**src/rtl/vga_pkg.sv**
```systemverilog
// VGA output core: timing defaults, derived totals and register map.
package vga_pkg;

  localparam int XY_W = 11;

  localparam int DEF_CD         = 12;
  localparam int DEF_PIPE_DELAY = 2;
  localparam int DEF_CLK_DIV    = 4;

  localparam int DEF_H_DISP = 640;
  localparam int DEF_H_FP   = 16;
  localparam int DEF_H_SW   = 96;
  localparam int DEF_H_BP   = 48;

  localparam int DEF_V_DISP = 480;
  localparam int DEF_V_FP   = 10;
  localparam int DEF_V_SW   = 2;
  localparam int DEF_V_BP   = 33;

  function automatic int span_total(
    input int disp,
    input int fp,
    input int sw,
    input int bp
  );
    return disp + fp + sw + bp;
  endfunction

  localparam int H_TOTAL =
    span_total(DEF_H_DISP, DEF_H_FP, DEF_H_SW, DEF_H_BP);
  localparam int V_TOTAL =
    span_total(DEF_V_DISP, DEF_V_FP, DEF_V_SW, DEF_V_BP);

  localparam int HS_START = DEF_H_DISP + DEF_H_FP;
  localparam int HS_END   = HS_START + DEF_H_SW - 1;
  localparam int VS_START = DEF_V_DISP + DEF_V_FP;
  localparam int VS_END   = VS_START + DEF_V_SW - 1;

  localparam logic [1:0] REG_CTRL = 2'b00;
  localparam logic [1:0] REG_BG   = 2'b01;

endpackage

```
**src/rtl/vga_frame_counter.sv**
```systemverilog
// Pixel-rate frame counter: clock divider, x/y scan position,
// frame-start pulse and raw (undelayed) sync/blank decode.
module vga_frame_counter
  import vga_pkg::*;
#(
  parameter int CLK_DIV = DEF_CLK_DIV,
  parameter int H_DISP  = DEF_H_DISP,
  parameter int H_FP    = DEF_H_FP,
  parameter int H_SW    = DEF_H_SW,
  parameter int H_BP    = DEF_H_BP,
  parameter int V_DISP  = DEF_V_DISP,
  parameter int V_FP    = DEF_V_FP,
  parameter int V_SW    = DEF_V_SW,
  parameter int V_BP    = DEF_V_BP
) (
  input  logic            clk,
  input  logic            reset,
  output logic [XY_W-1:0] o_x,
  output logic [XY_W-1:0] o_y,
  output logic            o_frame_start,
  output logic            o_hs_n,
  output logic            o_vs_n,
  output logic            o_von
);

  localparam int HT  = span_total(H_DISP, H_FP, H_SW, H_BP);
  localparam int VT  = span_total(V_DISP, V_FP, V_SW, V_BP);
  localparam int HSS = H_DISP + H_FP;
  localparam int HSE = HSS + H_SW - 1;
  localparam int VSS = V_DISP + V_FP;
  localparam int VSE = VSS + V_SW - 1;
  localparam int DW  = (CLK_DIV > 1) ? $clog2(CLK_DIV) : 1;

  logic [DW-1:0]   r_div;
  logic [XY_W-1:0] r_x;
  logic [XY_W-1:0] r_y;
  logic            r_fs;
  logic            w_tick;
  logic            w_eol;
  logic            w_eof;

  assign w_tick = (r_div == DW'(CLK_DIV - 1));
  assign w_eol  = (r_x == XY_W'(HT - 1));
  assign w_eof  = (r_y == XY_W'(VT - 1));

  always_ff @(posedge clk or posedge reset) begin
    if (reset) begin
      r_div <= '0;
    end else if (w_tick) begin
      r_div <= '0;
    end else begin
      r_div <= r_div + 1'b1;
    end
  end

  always_ff @(posedge clk or posedge reset) begin
    if (reset) begin
      r_x  <= '0;
      r_y  <= '0;
      r_fs <= 1'b0;
    end else begin
      r_fs <= w_tick & w_eol & w_eof;
      if (w_tick) begin
        if (w_eol) begin
          r_x <= '0;
          r_y <= w_eof ? '0 : r_y + 1'b1;
        end else begin
          r_x <= r_x + 1'b1;
        end
      end
    end
  end

  assign o_x           = r_x;
  assign o_y           = r_y;
  assign o_frame_start = r_fs;

  assign o_hs_n = !((r_x >= XY_W'(HSS)) && (r_x <= XY_W'(HSE)));
  assign o_vs_n = !((r_y >= XY_W'(VSS)) && (r_y <= XY_W'(VSE)));
  assign o_von  = (r_x < XY_W'(H_DISP)) && (r_y < XY_W'(V_DISP));

endmodule

```
**src/rtl/vga_out_core.sv**
```systemverilog
// Final video stage: frame counter, sync/blank alignment to the
// upstream pipeline, background override and registered VGA pins.
module vga_out_core
  import vga_pkg::*;
#(
  parameter int CD         = DEF_CD,
  parameter int PIPE_DELAY = DEF_PIPE_DELAY,
  parameter int CLK_DIV    = DEF_CLK_DIV,
  parameter int H_DISP     = DEF_H_DISP,
  parameter int H_FP       = DEF_H_FP,
  parameter int H_SW       = DEF_H_SW,
  parameter int H_BP       = DEF_H_BP,
  parameter int V_DISP     = DEF_V_DISP,
  parameter int V_FP       = DEF_V_FP,
  parameter int V_SW       = DEF_V_SW,
  parameter int V_BP       = DEF_V_BP
) (
  input  logic            clk,
  input  logic            reset,
  input  logic            cs,
  input  logic            write,
  input  logic [13:0]     addr,
  input  logic [31:0]     wr_data,
  output logic [XY_W-1:0] x,
  output logic [XY_W-1:0] y,
  output logic            frame_start,
  input  logic [CD-1:0]   si_rgb,
  output logic            hsync,
  output logic            vsync,
  output logic [CD-1:0]   rgb
);

  logic          w_hs_n;
  logic          w_vs_n;
  logic          w_von;
  logic          w_hs_d;
  logic          w_vs_d;
  logic          w_von_d;
  logic          w_wr;
  logic [CD-1:0] w_rgb_nxt;
  logic          w_unused;
  logic          r_ctrl;
  logic [CD-1:0] r_bg;

  vga_frame_counter #(
    .CLK_DIV (CLK_DIV),
    .H_DISP  (H_DISP),
    .H_FP    (H_FP),
    .H_SW    (H_SW),
    .H_BP    (H_BP),
    .V_DISP  (V_DISP),
    .V_FP    (V_FP),
    .V_SW    (V_SW),
    .V_BP    (V_BP)
  ) u_cnt (
    .clk           (clk),
    .reset         (reset),
    .o_x           (x),
    .o_y           (y),
    .o_frame_start (frame_start),
    .o_hs_n        (w_hs_n),
    .o_vs_n        (w_vs_n),
    .o_von         (w_von)
  );

  // Delay timing by the upstream latency so it lines up with si_rgb.
  generate
    if (PIPE_DELAY == 0) begin : g_nodly
      assign w_hs_d  = w_hs_n;
      assign w_vs_d  = w_vs_n;
      assign w_von_d = w_von;
    end else begin : g_dly
      logic [PIPE_DELAY-1:0] r_hs_sr;
      logic [PIPE_DELAY-1:0] r_vs_sr;
      logic [PIPE_DELAY-1:0] r_von_sr;

      always_ff @(posedge clk or posedge reset) begin
        if (reset) begin
          r_hs_sr  <= '1;
          r_vs_sr  <= '1;
          r_von_sr <= '0;
        end else begin
          r_hs_sr[0]  <= w_hs_n;
          r_vs_sr[0]  <= w_vs_n;
          r_von_sr[0] <= w_von;
          for (int i = 1; i < PIPE_DELAY; i++) begin
            r_hs_sr[i]  <= r_hs_sr[i-1];
            r_vs_sr[i]  <= r_vs_sr[i-1];
            r_von_sr[i] <= r_von_sr[i-1];
          end
        end
      end

      assign w_hs_d  = r_hs_sr[PIPE_DELAY-1];
      assign w_vs_d  = r_vs_sr[PIPE_DELAY-1];
      assign w_von_d = r_von_sr[PIPE_DELAY-1];
    end
  endgenerate

  assign w_wr     = cs & write;
  assign w_unused = ^{addr, wr_data};

  always_ff @(posedge clk or posedge reset) begin
    if (reset) begin
      r_ctrl <= 1'b0;
      r_bg   <= '0;
    end else if (w_wr) begin
      case (addr[1:0])
        REG_CTRL: r_ctrl <= wr_data[0];
        REG_BG:   r_bg   <= wr_data[CD-1:0];
        default:  ;
      endcase
    end
  end

  always_comb begin
    w_rgb_nxt = '0;
    if (w_von_d) begin
      w_rgb_nxt = r_ctrl ? r_bg : si_rgb;
    end
  end

  always_ff @(posedge clk or posedge reset) begin
    if (reset) begin
      hsync <= 1'b1;
      vsync <= 1'b1;
      rgb   <= '0;
    end else begin
      hsync <= w_hs_d;
      vsync <= w_vs_d;
      rgb   <= w_rgb_nxt;
    end
  end

endmodule

```
**config.mk**
```make
export PLATFORM = sky130hd
export DESIGN_NAME = vga_out_core
export DESIGN_NICKNAME = d
export VERILOG_FILES = /design/src/rtl/vga_pkg.sv /design/src/rtl/vga_frame_counter.sv /design/src/rtl/vga_out_core.sv
export SDC_FILE = /design/constraint.sdc
export NUM_CORES = 1
export LEC_CHECK = 0
export CORE_ASPECT_RATIO = 1.75
export CORE_MARGIN = 2
export CORE_UTILIZATION = 47
export CTS_BUF_LIST = sky130_fd_sc_hd__clkbuf_16
export CTS_CLUSTER_SIZE = 25
export DETAILED_ROUTE_END_ITERATION = 10
export PLACE_DENSITY = 0.94
export SLEW_MARGIN = 20
export SYNTH_ARGS = -nofsm -noshare
export SYNTH_HDL_FRONTEND = slang
export SYNTH_SLANG_ARGS = --single-unit
```
**constraint.sdc**
```tcl
create_clock -name clk -period 5.25 [get_ports clk]
set_input_delay 0.7875 -clock clk [delete_from_list [all_inputs] [get_ports clk]]
set_output_delay 0.7875 -clock clk [all_outputs]
set_load 0.01 [all_outputs]
```
Word level (Yosys, flattened, before mapping)
Cells that the tools add are included.
{"block": "classes", "n_addsub": 3, "magnitude_cmp": 6, "n_eq_ne": 4, "muxes": 5, "n_bitwise": 3, "reduce_logical": 9}
{"op": "$mux 12", "n": 2}
{"op": "$add 11x1->11 const B", "n": 2}
{"op": "$eq 11x10->1 const B", "n": 2}
{"op": "$mux 11", "n": 2}
{"op": "$ge 11x10->1 const B", "n": 1}
{"op": "$ge 11x9->1 const B", "n": 1}
{"op": "$le 11x10->1 const B", "n": 1}
{"op": "$le 11x9->1 const B", "n": 1}
{"op": "$lt 11x10->1 const B", "n": 1}
{"op": "$lt 11x9->1 const B", "n": 1}
{"op": "$reduce_and 2->1", "n": 3}
{"op": "$and 1x1->1", "n": 3}
{"op": "$logic_and 1x1->1", "n": 3}
{"op": "$add 2x1->2 const B", "n": 1}
{"op": "$eq 2x1->1 const B", "n": 1}
{"op": "$eq 2x2->1 const B", "n": 1}
{"op": "$logic_not 1->1", "n": 2}
{"op": "$logic_not 2->1", "n": 1}
{"op": "$mux 2", "n": 1}
{"block": "word_totals", "reg_bits": 58, "inputBits": 62, "output_inout_bits": 37, "elab_cells": 42}

Longest topological paths before layout
Gate-level depths: netlist of the first run.
{"block": "depth", "ltp_word": 3, "mapped_depth": 7, "ltp_nobuf": 6}

By module
From an unflattened synthesis of the first run, not the netlist that was laid out.
{"block": "unflattened", "cells_unflattened": 221, "hier_area_um2": 2681.3}
{"module": "vga_frame_counter", "instances": 1, "cells_each": 144, "area_per_inst_um2": 1401.3, "seq_area_each_um2": 625.6}
{"module": "vga_out_core", "instances": 1, "cells_each": 77, "area_per_inst_um2": 1280.0, "seq_area_each_um2": 833.3}

Worst setup path after synthesis of the first run
OpenSTA, ideal clock, no wires.
{"block": "synth_timing", "kind": "reg-to-reg", "startpoint": "register u_cnt.r_x[7] (netlist: u_cnt.o_x[7])", "endpoint": "register u_cnt.r_y[6] (netlist: u_cnt.o_y[6])", "setup_ns": 0.083, "t_arrival_ns": 2.138, "t_required_ns": 5.167, "slack_ns": 3.029, "stages_incl_launch_ff": 6, "path_cell_list": "dfrtp_1 > or4_4 > or4_4 > buf_6 > or4_1 > o21ai_0"}
{"block": "synth_via", "elab_chain_len": 2}
{"element": "from (decl)", "line_no": "vga_frame_counter.sv:35", "text": "logic [XY_W-1:0] r_x;"}
{"element": "from (signal assigned)", "line_no": "vga_frame_counter.sv:68", "text": "r_x <= r_x + 1'b1;"}
{"element": "$eq 11x10->1", "line_no": "vga_frame_counter.sv:43", "text": "assign w_eol = (r_x == XY_W'(HT - 1));"}
{"element": "$reduce_and 2->1 (no source line)"}
{"element": "to (signal assigned)", "line_no": "vga_frame_counter.sv:66", "text": "r_y <= w_eof ? '0 : r_y + 1'b1;"}
{"element": "to (decl)", "line_no": "vga_frame_counter.sv:36", "text": "logic [XY_W-1:0] r_y;"}
No other way between the ends.
A chain may end at the register's enable or synchronous reset.

Worst setup path after layout of the first run
{"block": "layout_timing", "startpoint": "register u_cnt.r_x[5] (netlist: u_cnt.o_x[5])", "endpoint": "register u_cnt.r_y[8] (netlist: u_cnt.o_y[8])"}
The elaborated chain is that of the path after synthesis.

==> results.tsv, run 1 <==
metric	value	unit
status	finished clean	
finish.instance_area	3520	um2
drt_iter0_drc	71	
critPathBufInv	0	
slew_violations	0	
multi_input_area	1020	um2
fin_nets	355	
crit_arrival	2.60	ns
drc	0	
post_cts_resize_count	0	
finalWirelength	5160	um
htreeDepth	3	
leakage	1.48	nW
yosysTopAreaCellShare	0.512	
yosys-top-cells-area	dfrtp_1 (51%), dfstp_2 (6.2%), mux2_2 (6.2%)	
viasPerCell	5.46	
netSwitchingFraction	0.206	
max_freq	416	MHz
num_vias	1904	
final_layout_size_suffix_gt1_frac	0.136	
cts_setup_buffers	0	
grt_pass1_wl	8560	um
worst-path-max-fanout	10	
place.port_buffers	66	
wl_per_cell	14.8	um
setup_viol	0	
postPlaceCellArea	3240	um2
antenna_left	0	
cap_violations	0	
hold_path_class	reg2reg	
seq_area	1460	um2
cp_slowest_stage_delay	0.68	ns
ys.flop_type	dfrtp_1	
synthToLayoutAreaGrowth	38.7	%
first_pass_iters	4	
criticalPathCategory	reg2reg	
r2r_slack	2.85	ns
synth.yosys.seq_area_share	0.574	
crit_path_top_delay_cell	nor4_2	
io_pins	99	
root_buffer	clkbuf_16	
seq_power_share	0.436	
final.setup_skew	0.00602	ns
path_delay_family	simple AND/OR/NAND/NOR gates	
ys_seq_elements	58	
hpwlAfterDp	3660	um
layout_min_cycle_time	2.40	ns
fin_tns_setup	0	ns
whs_path_depth	0	
yosysMostFrequentCell	dfrtp_1	
relSlewSlack	0.402	
finalHoldViolCount	0	
p_sw	0.244	mW
gr-usage-all-layers	0.189	
syn-num-nets	284	
gp_congestion	0.826	
syn_area_per_cell	11.7	um2
cp.depth	4	
dieArea	6030	um2
powerDensity	336	nW/um2
cts.sinks	58	
chipHeight	101	um
n_antenna_cell	0	
cts_hold_buffers	0	
clock_path_buffers	2	
synth-async-reset-ratio	1.00	
rows	35	
synth_edf_count	0	
grt_antenna_before_repair	0	
r2r_cells	4	
intPower	0.940	mW
grt_overflow	0	
peakVddDrop	0.239	mV
combPwrFrac	0.118	
die_w	59.6	um
p_total	1.18	mW
period_share	0.458	
fin_util	0.670	
synth_common_cells	dfrtp_1 (52), mux2_2 (14), o21ai_0 (14)	
syn-cell-area	2540	um2
endpoint_kind	flop	
cts_tree	yes	
pwr-share-clk	0.447	
worst_slew_pin_slew	0.890	ns
fillCellCount	399	
clk_latency	0.31	ns
grt_max_degree	59	
cp_data_required_time	5.44	ns
cp-start-kind	flop	
synth_cell_types	37	
rsz0062_at_grt	no	
yosys_warnings	0	
synth_area_leader_cell	dfrtp_1	
coreArea	5260	um2
syn_inst	218	
path_cells	or4_4 > nor4_2 > o21ai_0 > a22o_1	
clkTransAtPathRegs	0.05	ns
start_util	0.483	
grt_pass1_vias	1895	
cts-buffers-inserted	9	
-- sequential cells by signal, summed over array words and instances (netlist names) --
| name | cells |
|---|---|
| r_ctrl | 1 |
| g_dly.r_von_sr | 2 |
| u_cnt.o_x | 11 |
| r_bg | 12 |
| u_cnt.o_frame_start | 1 |
| g_dly.r_vs_sr | 2 |
| vsync | 1 |
| rgb | 12 |
| hsync | 1 |
| u_cnt.r_div | 2 |
| u_cnt.o_y | 11 |
| g_dly.r_hs_sr | 2 |
-- path summary, 6_finish.rpt --
path / start / endpoint
max: u_cnt.o_x[5] / u_cnt.o_y[8]
min: g_dly.r_von_sr[0] / g_dly.r_von_sr[1]
max reg2reg: u_cnt.o_x[5] / u_cnt.o_y[8]
min reg2reg: g_dly.r_von_sr[0] / g_dly.r_von_sr[1]
max in group asynchronous: reset / u_cnt.o_y[10]
min in group asynchronous: reset / u_cnt.o_x[6]
-- power groups by stage --
stage / Sequential (mW) / Combinational (mW) / Clock, mW
floorplan: 0.523 / 0.0654 / 0
global placement: 0.521 / 0.138 / 0
detailed placement: 0.524 / 0.141 / 0
CTS: 0.516 / 0.142 / 0.543
global route: 0.521 / 0.153 / 0.566
finish: 0.516 / 0.139 / 0.529
-- worst reg2reg max path, cell delays in order (launching register included) --
cell,delay (ns)
dfrtp_1,0.47
or4_4,0.58
nor4_2,0.68
o21ai_0,0.26
a22o_1,0.29
-- cell usage in the layout, fill, tap and decap left out, types with 4 or more instances in the layout --
| master | instances |
|---|---|
| clkbuf_16 | 9 |
| inv_1 | 10 |
| nand3_1 | 9 |
| mux2_2 | 14 |
| nand4_1 | 7 |
| dfrtp_1 | 52 |
| and3_1 | 4 |
| xnor2_1 | 5 |
| nor4_1 | 4 |
| nor3_1 | 6 |
| nor2_1 | 9 |
| ha_1 | 4 |
| mux2i_1 | 13 |
| nand2_1 | 13 |
| or4_1 | 4 |
| a21oi_1 | 4 |
| clkdlybuf4s50_1 | 66 |
| dfstp_2 | 6 |
| nor2b_1 | 13 |
| o21ai_0 | 14 |
-- metal layers --
layer / global-route usage / up-vias / share of wire
met5: 0 / - / 0
met4: 0.0821 / 0 / 0.015
met3: 0.0524 / 8 / 0.039
met2: 0.340 / 53 / 0.56
met1: 0.198 / 923 / 0.38
li1: - / 920 / -
-- cells by family after synthesis --
| group | Yosys count | share of synthesized area |
|---|---|---|
| AO/OA/AOI/OAI | 25 | 0.0572 |
| AND/OR/NAND/NOR | 82 | 0.186 |
| XOR/XNOR | 7 | 0.0241 |
| multiplexers | 27 | 0.113 |
| buffers and inverters | 15 | 0.0251 |
| flip-flops | 58 | 0.574 |
| adder cells (fa/ha/maj) | 4 | 0.0197 |
-- per-stage QoR --
| step | hold WS [ns] | setup slack (ns) | std cells |
|---|---|---|---|
| detailed placement | 0.335 | 2.91 | 333 |
| global route | 0.358 | 2.64 | 349 |
| CTS | 0.343 | 2.90 | 349 |
| global placement | 0.333 | 2.98 | 333 |
| floorplan | 0.331 | 3.03 | 218 |
| finish | 0.345 | 2.85 | 349 |
-- final cells by class --
type	instances	area share
clock buffers	9	0.0639
clock inverters	7	0.0153
inverters	8	0.00853
multi-input cells	145	0.289
flip-flops and latches	58	0.414
well taps	55	0.0195
repair buffers	67	0.190
(Power assumes the default switching activity.)
==> run 2: changes to the inputs <==
--- a/config.mk
+++ b/config.mk
@@ -7,11 +7,11 @@
 export LEC_CHECK = 0
 export CORE_ASPECT_RATIO = 1.75
 export CORE_MARGIN = 2
-export CORE_UTILIZATION = 47
+export CORE_UTILIZATION = 43
 export CTS_BUF_LIST = sky130_fd_sc_hd__clkbuf_16
 export CTS_CLUSTER_SIZE = 25
 export DETAILED_ROUTE_END_ITERATION = 10
-export PLACE_DENSITY = 0.94
+export PLACE_DENSITY = 0.88
 export SLEW_MARGIN = 20
 export SYNTH_ARGS = -nofsm -noshare
 export SYNTH_HDL_FRONTEND = slang
==> constraint.sdc (replaced) <==
create_clock -name clk -period 2.4 [get_ports clk]
set_input_delay 0.36 -clock clk [delete_from_list [all_inputs] [get_ports clk]]
set_output_delay 0.36 -clock clk [all_outputs]
set_load 0.01 [all_outputs]
==> run 2 against run 1 <==
Against the previous run: routed wire length up 8.6%; total power up 120%; hold slack worse by 0.0033 ns; critical endpoint is now u_cnt.o_y[7].
==> results.tsv, run 2 (synthesis results as in run 1) <==
metric	value	unit	change
status	finished clean		unchanged
endpoint_kind	flop		unchanged
powerDensity	726	nW/um2	was 336 nW/um2
fin_ws	0.126	ns	was 2.85 ns
r2r_cells	5		was 4
criticalPathCategory	reg2reg		unchanged
r2r_slack	0.13	ns	was 2.85 ns
cts_setup_buffers	0		unchanged
final_cell_mix	clkdlybuf4s50_1 (66), dfrtp_1 (52), o21ai_0 (14), mux2_2 (14)		unchanged
num_vias	1982		was 1904
period_share	0.948		was 0.458
slew_violations	0		unchanged
grt_antenna_before_repair	0		unchanged
holdWs	0.341	ns	was 0.345 ns
gr-usage-all-layers	0.186		was 0.189
cp_data_required_time	2.65	ns	was 5.44 ns
finalWirelength	5600	um	was 5160 um
io_pins	99		unchanged
grt_max_degree	29		was 59
worst_slew_pin_slew	0.683	ns	was 0.890 ns
drt_iter0_drc	61		was 71
crit_arrival	2.52	ns	was 2.60 ns
wl_per_cell	14.8	um	about the same
cp-endpoint	u_cnt.o_y[7]		was u_cnt.o_y[8]
start_util	0.439		was 0.483
setup_viol	0		unchanged
clock_path_buffers	2		unchanged
cp_common_cell	nand3_1		
cts_tree	yes		unchanged
hpwlAfterDp	4000	um	was 3660 um
finish.instance_area	3620	um2	was 3520 um2
reg_top3	r_bg x12, rgb x12		unchanged
fin_tns_setup	0	ns	unchanged
grt_pass1_wl	9100	um	was 8560 um
first_pass_iters	4		unchanged
cp-start-kind	flop		unchanged
finalHoldViolCount	0		unchanged
postPlaceCellArea	3340	um2	was 3240 um2
die_w	62.1	um	was 59.6 um
drc	0		unchanged
startpoint	u_cnt.o_x[0]		was u_cnt.o_x[5]
grt_pass1_vias	2066		was 1895
cts-buffers-inserted	9		unchanged
synthToLayoutAreaGrowth	42.6	%	was 38.7%
final.setup_skew	0.00337	ns	was 0.00602 ns
grt_overflow	0		unchanged
rows	37		was 35
leakage	1.51	nW	was 1.48 nW
reg2reg_to	u_cnt.o_y[7]		was u_cnt.o_y[8]
max_freq	440	MHz	was 416 MHz
cp_slowest_stage_delay	0.65	ns	was 0.68 ns
root_buffer	clkbuf_16		unchanged
chipHeight	106	um	was 101 um
mostFrequentLayoutCell	clkdlybuf4s50_1		unchanged
hold_path_class	in2async		was reg2reg
worst-path-max-fanout	11		was 10
layout_min_cycle_time	2.27	ns	was 2.40 ns
peakVddDrop	0.406	mV	was 0.239 mV
antenna_left	0		unchanged
cts_hold_buffers	0		unchanged
cap_violations	0		unchanged
pre_cts_slack	0.159	ns	was 2.91 ns
gp_congestion	0.868		was 0.826
r2r_start	u_cnt.o_x[0]		was u_cnt.o_x[5]
final_layout_size_suffix_gt1_frac	0.163		was 0.136
post_cts_resize_count	0		unchanged
cts.sinks	58		unchanged
clkTransAtPathRegs	0.05	ns	about the same
htreeDepth	3		unchanged
rsz0062_at_grt	no		unchanged
dieArea	6560	um2	was 6030 um2
n_antenna_cell	0		unchanged
fin_nets	362		was 355
viasPerCell	5.23		was 5.46
coreArea	5790	um2	was 5260 um2
relSlewSlack	0.545		was 0.402
crit_path_top_delay_cell	or4_4		was nor4_2
path_cells	ha_1 > nand3_1 > or4_4 > or4_1 > nand3_1		was or4_4 > nor4_2 > o21ai_0 > a22o_1
place.port_buffers	66		unchanged
clk_latency	0.31	ns	about the same
-- run 2: final cells by class --
type	instances	area, um2
Clock buffer	9	225
Clock inverter	7	60.1
Fill cell	454	2160
Inverter	8	30.0
Multi-Input combinational cell	145	1020
Sequential cell	58	1460
Tap cell	78	97.6
Timing Repair Buffer	74	733
-- run 2: layer usage --
layer,GRT usage,vias to the layer above,wire length [um]
met5,0,-,0
met4,0.0927,0,136
met3,0.0405,11,215
met2,0.325,65,3140
met1,0.196,971,2100
li1,-,935,-
-- run 2: worst min-delay path by stage --
stage,startpoint,cells after the start,to
global placement,g_dly.r_von_sr[0],0,g_dly.r_von_sr[1]
floorplan,g_dly.r_von_sr[0],0,g_dly.r_von_sr[1]
detailed placement,g_dly.r_von_sr[0],0,g_dly.r_von_sr[1]
global route,g_dly.r_hs_sr[1],0,hsync
finish,reset,2,r_ctrl
CTS,reset,2,r_ctrl
-- run 2: power breakdown --
group,total [mW],internal [mW],switching [mW]
clock,1.19,0.788,0.401
sequential,1.13,1.07,0.0543
combinational,0.312,0.206,0.106
total,2.63,2.07,0.562
-- run 2: critical path, delay by kind of cell, from the launching register on --
kind / cells / cell delay [ns]
DFF: 1 / 0.42
adders and majority gates: 1 / 0.28
and+or+nand+nor: 4 / 1.50
-- run 2: metrics by stage --
stage / cells / util / total power [mW]
detailed placement: 363 / 0.577 / 1.46
global route: 379 / 0.626 / 2.75
finish: 379 / 0.626 / 2.63
floorplan: 218 / - / 1.29
global placement: 363 / 0.577 / 1.45
CTS: 379 / 0.626 / 2.67
==> run 3: changes to the inputs <==
--- a/config.mk
+++ b/config.mk
@@ -12,6 +12,7 @@
 export CTS_CLUSTER_SIZE = 25
 export DETAILED_ROUTE_END_ITERATION = 10
 export PLACE_DENSITY = 0.88
+export SKIP_LAST_GASP = 1
 export SLEW_MARGIN = 20
 export SYNTH_ARGS = -nofsm -noshare
 export SYNTH_HDL_FRONTEND = slang
==> results of run 3 <==
The final DEF is identical to that of run 2; final timing and power are the same.
